[config.mk]
export PLATFORM = sky130hd
export DESIGN_NAME = z80_sound_io
export DESIGN_NICKNAME = d
export VERILOG_FILES = /design/src/rtl/z80_sound_io.sv
export SDC_FILE = /design/constraint.sdc
export NUM_CORES = 1
export LEC_CHECK = 0
export BUFFER_PORTS_ARGS = -buffer_cell sky130_fd_sc_hd__buf_2
export CELL_PAD_IN_SITES_DETAIL_PLACEMENT = 1
export CELL_PAD_IN_SITES_GLOBAL_PLACEMENT = 2
export CORE_ASPECT_RATIO = 0.5
export CORE_MARGIN = 3
export CORE_UTILIZATION = 18
export CTS_BUF_LIST = sky130_fd_sc_hd__clkbuf_8
export CTS_CLUSTER_DIAMETER = 30
export DETAILED_ROUTE_END_ITERATION = 8
export PLACE_DENSITY_LB_ADDON = 0.1
export SYNTH_ARGS = -nofsm -noshare
export SYNTH_HDL_FRONTEND = slang
export SYNTH_SLANG_ARGS = --single-unit
[constraint.sdc]
create_clock -name CLK -period 1.1 [get_ports CLK]
set_clock_uncertainty 0.1 [all_clocks]
set_input_delay 0.22 -clock CLK [delete_from_list [all_inputs] [get_ports CLK]]
set_output_delay 0.22 -clock CLK [all_outputs]
set_load 0.05 [all_outputs]
[src/rtl/z80_sound_io.sv]
// z80_sound_io: Z80-side I/O decode for the sound-command latch.
// Generates command read/clear/reply strobes, YM2610 select, the NMI
// (gated by an enable register) and four ROM bank registers.
// Optional feature macro: SOUND_BANK_EN (bank registers implemented when
// defined; tied to their reset values otherwise).
module z80_sound_io #(
  parameter logic [7:0] BANK0_RST = 8'h02,
  parameter logic [7:0] BANK1_RST = 8'h06,
  parameter logic [7:0] BANK2_RST = 8'h0E,
  parameter logic [7:0] BANK3_RST = 8'h1E
) (
  input  logic        CLK,
  input  logic        nRESET,
  input  logic [15:0] SDA,
  input  logic        nIORQ,
  input  logic        nRD,
  input  logic        nWR,
  input  logic        nSDW,
  output logic        nSDZ80R,
  output logic        nSDZ80CLR,
  output logic        nSDZ80W,
  output logic        nYM_CS,
  output logic [1:0]  YM_A,
  output logic        nNMI,
  output logic [7:0]  BANK0,
  output logic [7:0]  BANK1,
  output logic [7:0]  BANK2,
  output logic [7:0]  BANK3
);

  // Only SDA[4:0] are decoded, so every port mirrors each 32 addresses.
  logic [4:0] port;
  logic       ior;
  logic       iow;
  logic       io_active;
  logic       armed;
  logic       lead;
  logic       nsdw_q;
  logic       nsdw_rise;
  logic       clr_pulse;
  logic       nmi_en;
  logic       nmi_pend;
  logic       en_set;
  logic       en_clr;
  logic       unused_sda;

  assign port      = SDA[4:0];
  assign ior       = ~nIORQ & ~nRD;
  assign iow       = ~nIORQ & ~nWR;
  assign io_active = ior | iow;
  assign unused_sda = ^SDA[7:5];

  // A cycle counts as new only once nIORQ has been sampled high since the
  // last detected cycle (or since reset), so an access that straddles reset
  // release is ignored and a one-clock nIORQ gap is enough to rearm.
  assign lead      = io_active & armed;
  assign en_set    = lead & iow & (port == 5'h08);
  assign en_clr    = lead & iow & (port == 5'h18);
  assign nsdw_rise = nSDW & ~nsdw_q;

  // Registered level strobes: low for as long as the qualifying cycle lasts.
  // NOTE: sequential state uses non-blocking assignments so every flop
  // samples the pre-edge values regardless of statement order.
  always_ff @(posedge CLK) begin
    if (!nRESET) begin
      nSDZ80R   <= 1'b1;
      nSDZ80CLR <= 1'b1;
      nSDZ80W   <= 1'b1;
      nYM_CS    <= 1'b1;
      YM_A      <= 2'b00;
    end else begin
      nSDZ80R   <= ~(ior & (port == 5'h00));
      nSDZ80CLR <= ~(iow & (port == 5'h00));
      nSDZ80W   <= ~(iow & (port == 5'h0C));
      nYM_CS    <= ~(io_active & (port[4:2] == 3'b001));
      YM_A      <= (io_active & (port[4:2] == 3'b001)) ? SDA[1:0] : 2'b00;
    end
  end

  // Leading-edge arming, nSDW history and the delayed port-00-read edge.
  always_ff @(posedge CLK) begin
    if (!nRESET) begin
      armed     <= 1'b0;
      nsdw_q    <= 1'b1;
      clr_pulse <= 1'b0;
    end else begin
      if (nIORQ)          armed <= 1'b1;
      else if (io_active) armed <= 1'b0;
      nsdw_q    <= nSDW;
      clr_pulse <= lead & ior & (port == 5'h00);
    end
  end

  // NMI enable/pending state; a new command (set) beats a read (clear).
  always_ff @(posedge CLK) begin
    if (!nRESET) begin
      nmi_en   <= 1'b0;
      nmi_pend <= 1'b0;
      nNMI     <= 1'b1;
    end else begin
      if (en_set)      nmi_en <= 1'b1;
      else if (en_clr) nmi_en <= 1'b0;
      if (nsdw_rise)      nmi_pend <= 1'b1;
      else if (clr_pulse) nmi_pend <= 1'b0;
      nNMI <= ~(nmi_pend & nmi_en);
    end
  end

`ifdef SOUND_BANK_EN
  logic       bank_ld;
  logic [7:0] bank_q [4];

  assign bank_ld = lead & ior & (port[4:2] == 3'b010);

  // Bank registers load from the upper address byte on a read of 08-0B.
  // NOTE: this is a four-entry flop file with distinct reset values, not a
  // RAM, so resetting every entry is intended and cheap.
  always_ff @(posedge CLK) begin
    if (!nRESET) begin
      bank_q[0] <= BANK0_RST;
      bank_q[1] <= BANK1_RST;
      bank_q[2] <= BANK2_RST;
      bank_q[3] <= BANK3_RST;
    end else if (bank_ld) begin
      bank_q[SDA[1:0]] <= SDA[15:8];
    end
  end

  assign BANK0 = bank_q[0];
  assign BANK1 = bank_q[1];
  assign BANK2 = bank_q[2];
  assign BANK3 = bank_q[3];
`else
  logic unused_bank;

  assign unused_bank = ^SDA[15:8];
  assign BANK0 = BANK0_RST;
  assign BANK1 = BANK1_RST;
  assign BANK2 = BANK2_RST;
  assign BANK3 = BANK3_RST;
`endif

endmodule

# Word-level counts from Yosys, hierarchy flattened
# Cells that the tools add are included.
# W data, S select, Z words.
[classes] div_mod_pow=0 n_eq_ne=4 shift=0 n_mul=0 magnitude_cmp=0 reduce_logical=5 n_bitwise=24 add_sub_neg=0 mux=6
[op_table] op="$and A1 B1 Y1" count=14
[op_table] op="$eq A5 B4 Y1 const B" count=2
[op_table] op="$not A1 Y1" count=9
[op_table] op="$mux W1" count=6
[op_table] op="$reduce_bool A2 Y1" count=3
[op_table] op="$eq A5 B5 Y1 const B" count=1
[op_table] op="$logic_not A5 Y1" count=1
[op_table] op="$eq A3 B1 Y1 const B" count=1
[op_table] op="$reduce_and A2 Y1" count=1
[op_table] op="$or A1 B1 Y1" count=1
[totals] word_cells=50 regBits=12 rom_bits=0 output_inout_bits=39 latch_bits=0 input_bits=22 memories=0 ramBits=0

# Logic depth before layout (Yosys ltp)
[depth] word_depth=8 ltp_mapped=3 ltp_nobuf=3

# Least setup slack after synthesis
# Ideal clock, no wire load.
[synth_timing] path_type="input-to-reg" start="input port SDA[4]" end="register YM_A[0]" slack_ns=0.172 setup_time_ns=0.115 cell_stages=3 required_ns=0.885 path_buffers=0 arrival_ns=0.713 cell_sequence="and2b_1 and4_1 and2_1"
[synth_via] elab_chain_len=3
[synth_lines] item="from (decl)" line="14" source="input logic [15:0] SDA,"
[synth_lines] item="$eq A3 B1 Y1" line="76" source="YM_A <= (io_active & (port[4:2] == 3'b001)) ? SDA[1:0] : 2'b00;"
[synth_lines] item="$and A1 B1 Y1" line="76"
[synth_lines] item="$reduce_and A2 Y1 (no line)"
[synth_lines] item="to (signal assigned)" line="76"
[synth_lines] item="to (decl)" line="23" source="output logic [1:0] YM_A,"
# No other way between the ends.
# A chain may end at the register's enable or synchronous reset.

# Final worst setup path
[layout_timing] start="register nSDZ80W" end="output port nSDZ80W"
[layout_lines] item="from (decl)" line="21" source="output logic nSDZ80W,"
[layout_lines] item="from (signal assigned)" line="74" source="nSDZ80W <= ~(iow & (port == 5'h0C));"
# No word-level cell between the ends.

==> impl_results.md <==
* Vias in the first global route at 444
* Die W at 91.2 microns
* Pre-antenna DRT Iters at 3
* DR vias/cell at 3.09
* Share of cells above drive strength 1 at 28.9%
* YS warnings at 0
* Setup TNS at 0 ns
* Total placed cells including tap cells at 141
* Top-count cell post-synth: buf_4
* Synth cell count leaders: buf_4 (32), dfxtp_1 (12), nand2_1 (4), and2_1 (3), inv_1 (3)
* Layout area overhead at 19.5%
* Overall global routing resource usage at 6.10%
* Longest Clk Path Bufs at 2
* Max IR drop VDD at 0.000291 V
* Sequential cell area at 240 sq um
* Final cell area excluding filler cells at 781 sq um
* First-pass GRT wire length at 2090 microns
* Die H at 48.6 microns
* Synth cell types at 21
* Synth top area cells: dfxtp_1 (37%), buf_4 (37%), and2_1 (2.9%)
* Netlist Area Pre-Place at 653 sq um
* Fillers at 411
* CTS Buf Count at 3
* Total Die Area at 4430 sq um
* Dpl hpwl at 1150 microns
* Post_cts resized at 7
* Avg Synthesized Cell Area at 8.95 sq um
* Routed Antenna Nets at 0
* Gpl congestion at 0.654
* Req. time, crit path at 0.78 ns
* Initial core utilization at 20.3%
* Max FO, Critical Path at 1
* Post-synth ARST share at 0%
* CTS tree: yes
* Total power at 1.24 mW
* Via count at 448
* CP Cell Sequence: buf_4
* Clock Root Buffer: clkbuf_8
* Outcome: complete, no violations
* CTS Hold Bufs at 0
* Biggest area consumer among synthesized cells: dfxtp_1
* Area of the multi-input gates at 274 sq um
* Final setup vio count at 0
* Post-Syn Instances at 73
* Starting DRC count in detailed routing at 3
* R2R setup slack at 0.32 ns
* Hold Path Class: input pin to flip-flop
* Num ports at 61
* Crit path kind: flip-flop to primary output
* H-tree lvl count at 1
* Reg clk slew, reported paths at 0.05 ns
* Crit path capture type: primary output
* Post-CTS setup buffers at 0
* Slowest cell on crit path: dfxtp_1
* Power per cell area at 1590 nW/um^2
* Initial antenna violation count at 0
* GRT overflow at 0
* Layout Nets at 120
* Skew-Pair Late Insertion Delay at 0.24 ns
* Row count at 14
* Slowest stage delay, CP at 0.31 ns
* Clock Sinks at 12
* Slew Viols, Final at 0
* Max cap viols at 0
* Top_reg_cell synth: dfxtp_1
* RSZ-0062 raised after global routing: false
* Largest net degree at the start of global routing at 8
* F_max at 945 MHz
* Worst Path Buf+Inv at 1
* Dominant delay contributor by cell family on the critical path: flip-flops
* Wire per inst at 9.06 microns
* Startpoint types: flip-flop
* Yosys top cell area share at 36.8%
* Minimum clock period at 1.06 ns
* WL met2 at 673 microns
* Total wire length at 1310 microns
* Top Layer Used: met4
* CP Data Arrival Time at 0.74 ns
* Ant. Diodes at 0
* Routed wire length on met3 at 133 microns
* Final instance count without filler cells at 145
* Final Hold Fails at 0
* Final Cycle Share at 96.2%
* Leakage at 0.389 nW
* Number of synthesized flops with an enable pin at 0
* Core Area at 3220 sq um
* Dpl cell area at 708 sq um
* Seq/Total Area, Yosys at 36.8%
* # DRC at 0
* Synthesized flop and latch total at 12
* WL met1 at 492 microns
* PortBufs at 17
logic make-up (layout without fill, tap and decap cells):
group | count (synthesis) | after routing | synth area share [%]
muxes | 1 | 1 | 1.53
AOI/OAI and AO/OA | 2 | 2 | 1.92
DFF | 12 | 12 | 36.8
other | 2 | 32 | 1.15
buffers and inverters | 35 | 29 | 38.5
and+or+nand+nor | 21 | 21 | 20.1
cells in the final DEF (no fill, tap or decap):
| cell | n |
|---|---|
| nor3_2 | 1 |
| and3_1 | 1 |
| clkbuf_8 | 4 |
| nor3b_2 | 1 |
| and2b_1 | 1 |
| nor2_1 | 2 |
| and2_1 | 3 |
| nand3_1 | 2 |
| nand2b_1 | 1 |
| buf_2 | 10 |
| nand4_1 | 1 |
| mux2i_1 | 1 |
| nand4b_1 | 1 |
| conb_1 | 32 |
| buf_4 | 12 |
| and4_1 | 1 |
| nor3b_1 | 1 |
| o22ai_1 | 1 |
| a31oi_1 | 1 |
| inv_1 | 3 |
| dfxtp_1 | 12 |
| nand2_1 | 4 |
| nor2b_1 | 1 |
report_power, final:
part / switching, mW / internal [mW]
sequential: 0.00328 / 0.443
combinational: 0.278 / 0.0375
clock: 0.160 / 0.316
total: 0.442 / 0.796
sequential cells by signal, summed over array words and instances (netlist names):
name	count
clr_pulse	1
nSDZ80CLR	1
nmi_en	1
YM_A	2
armed	1
nNMI	1
nSDZ80W	1
nmi_pend	1
nsdw_q	1
nYM_CS	1
nSDZ80R	1
metrics by stage:
stage	utilization, %	hold WS, ns	worst slack (ns)
after floorplan	-	0.189	0.172
after detailed placement	22.0	0.291	-0.0526
after CTS	24.2	0.0686	0.0264
after global placement	22.0	0.278	-0.0446
final	24.2	0.0689	0.0416
after global routing	24.2	0.0800	0.00866
final cells by class:
type                            instances  share of cell area [%]
Clock buffer                            4                    7.05
Inverter                                3                    1.44
Multi-Input combinational cell         56                    35.1
Sequential cell                        12                    30.8
Tap cell                               48                    7.69
Timing Repair Buffer                   22                    17.9
routing by layer:
layer  GRT usage (%)  vias up
li1                -      214
met1            6.20      206
met2            10.5       26
met3            3.56        2
met4            2.25        0
met5               0        -
final timing paths:
kind / start / end / cells after the start
max: nSDZ80W / nSDZ80W / 1
min: nSDW / nsdw_q / 3
max reg2reg: armed / nmi_en / 2
min reg2reg: nmi_pend / nNMI / 1
No activity file was read; power rests on OpenSTA's default activity.
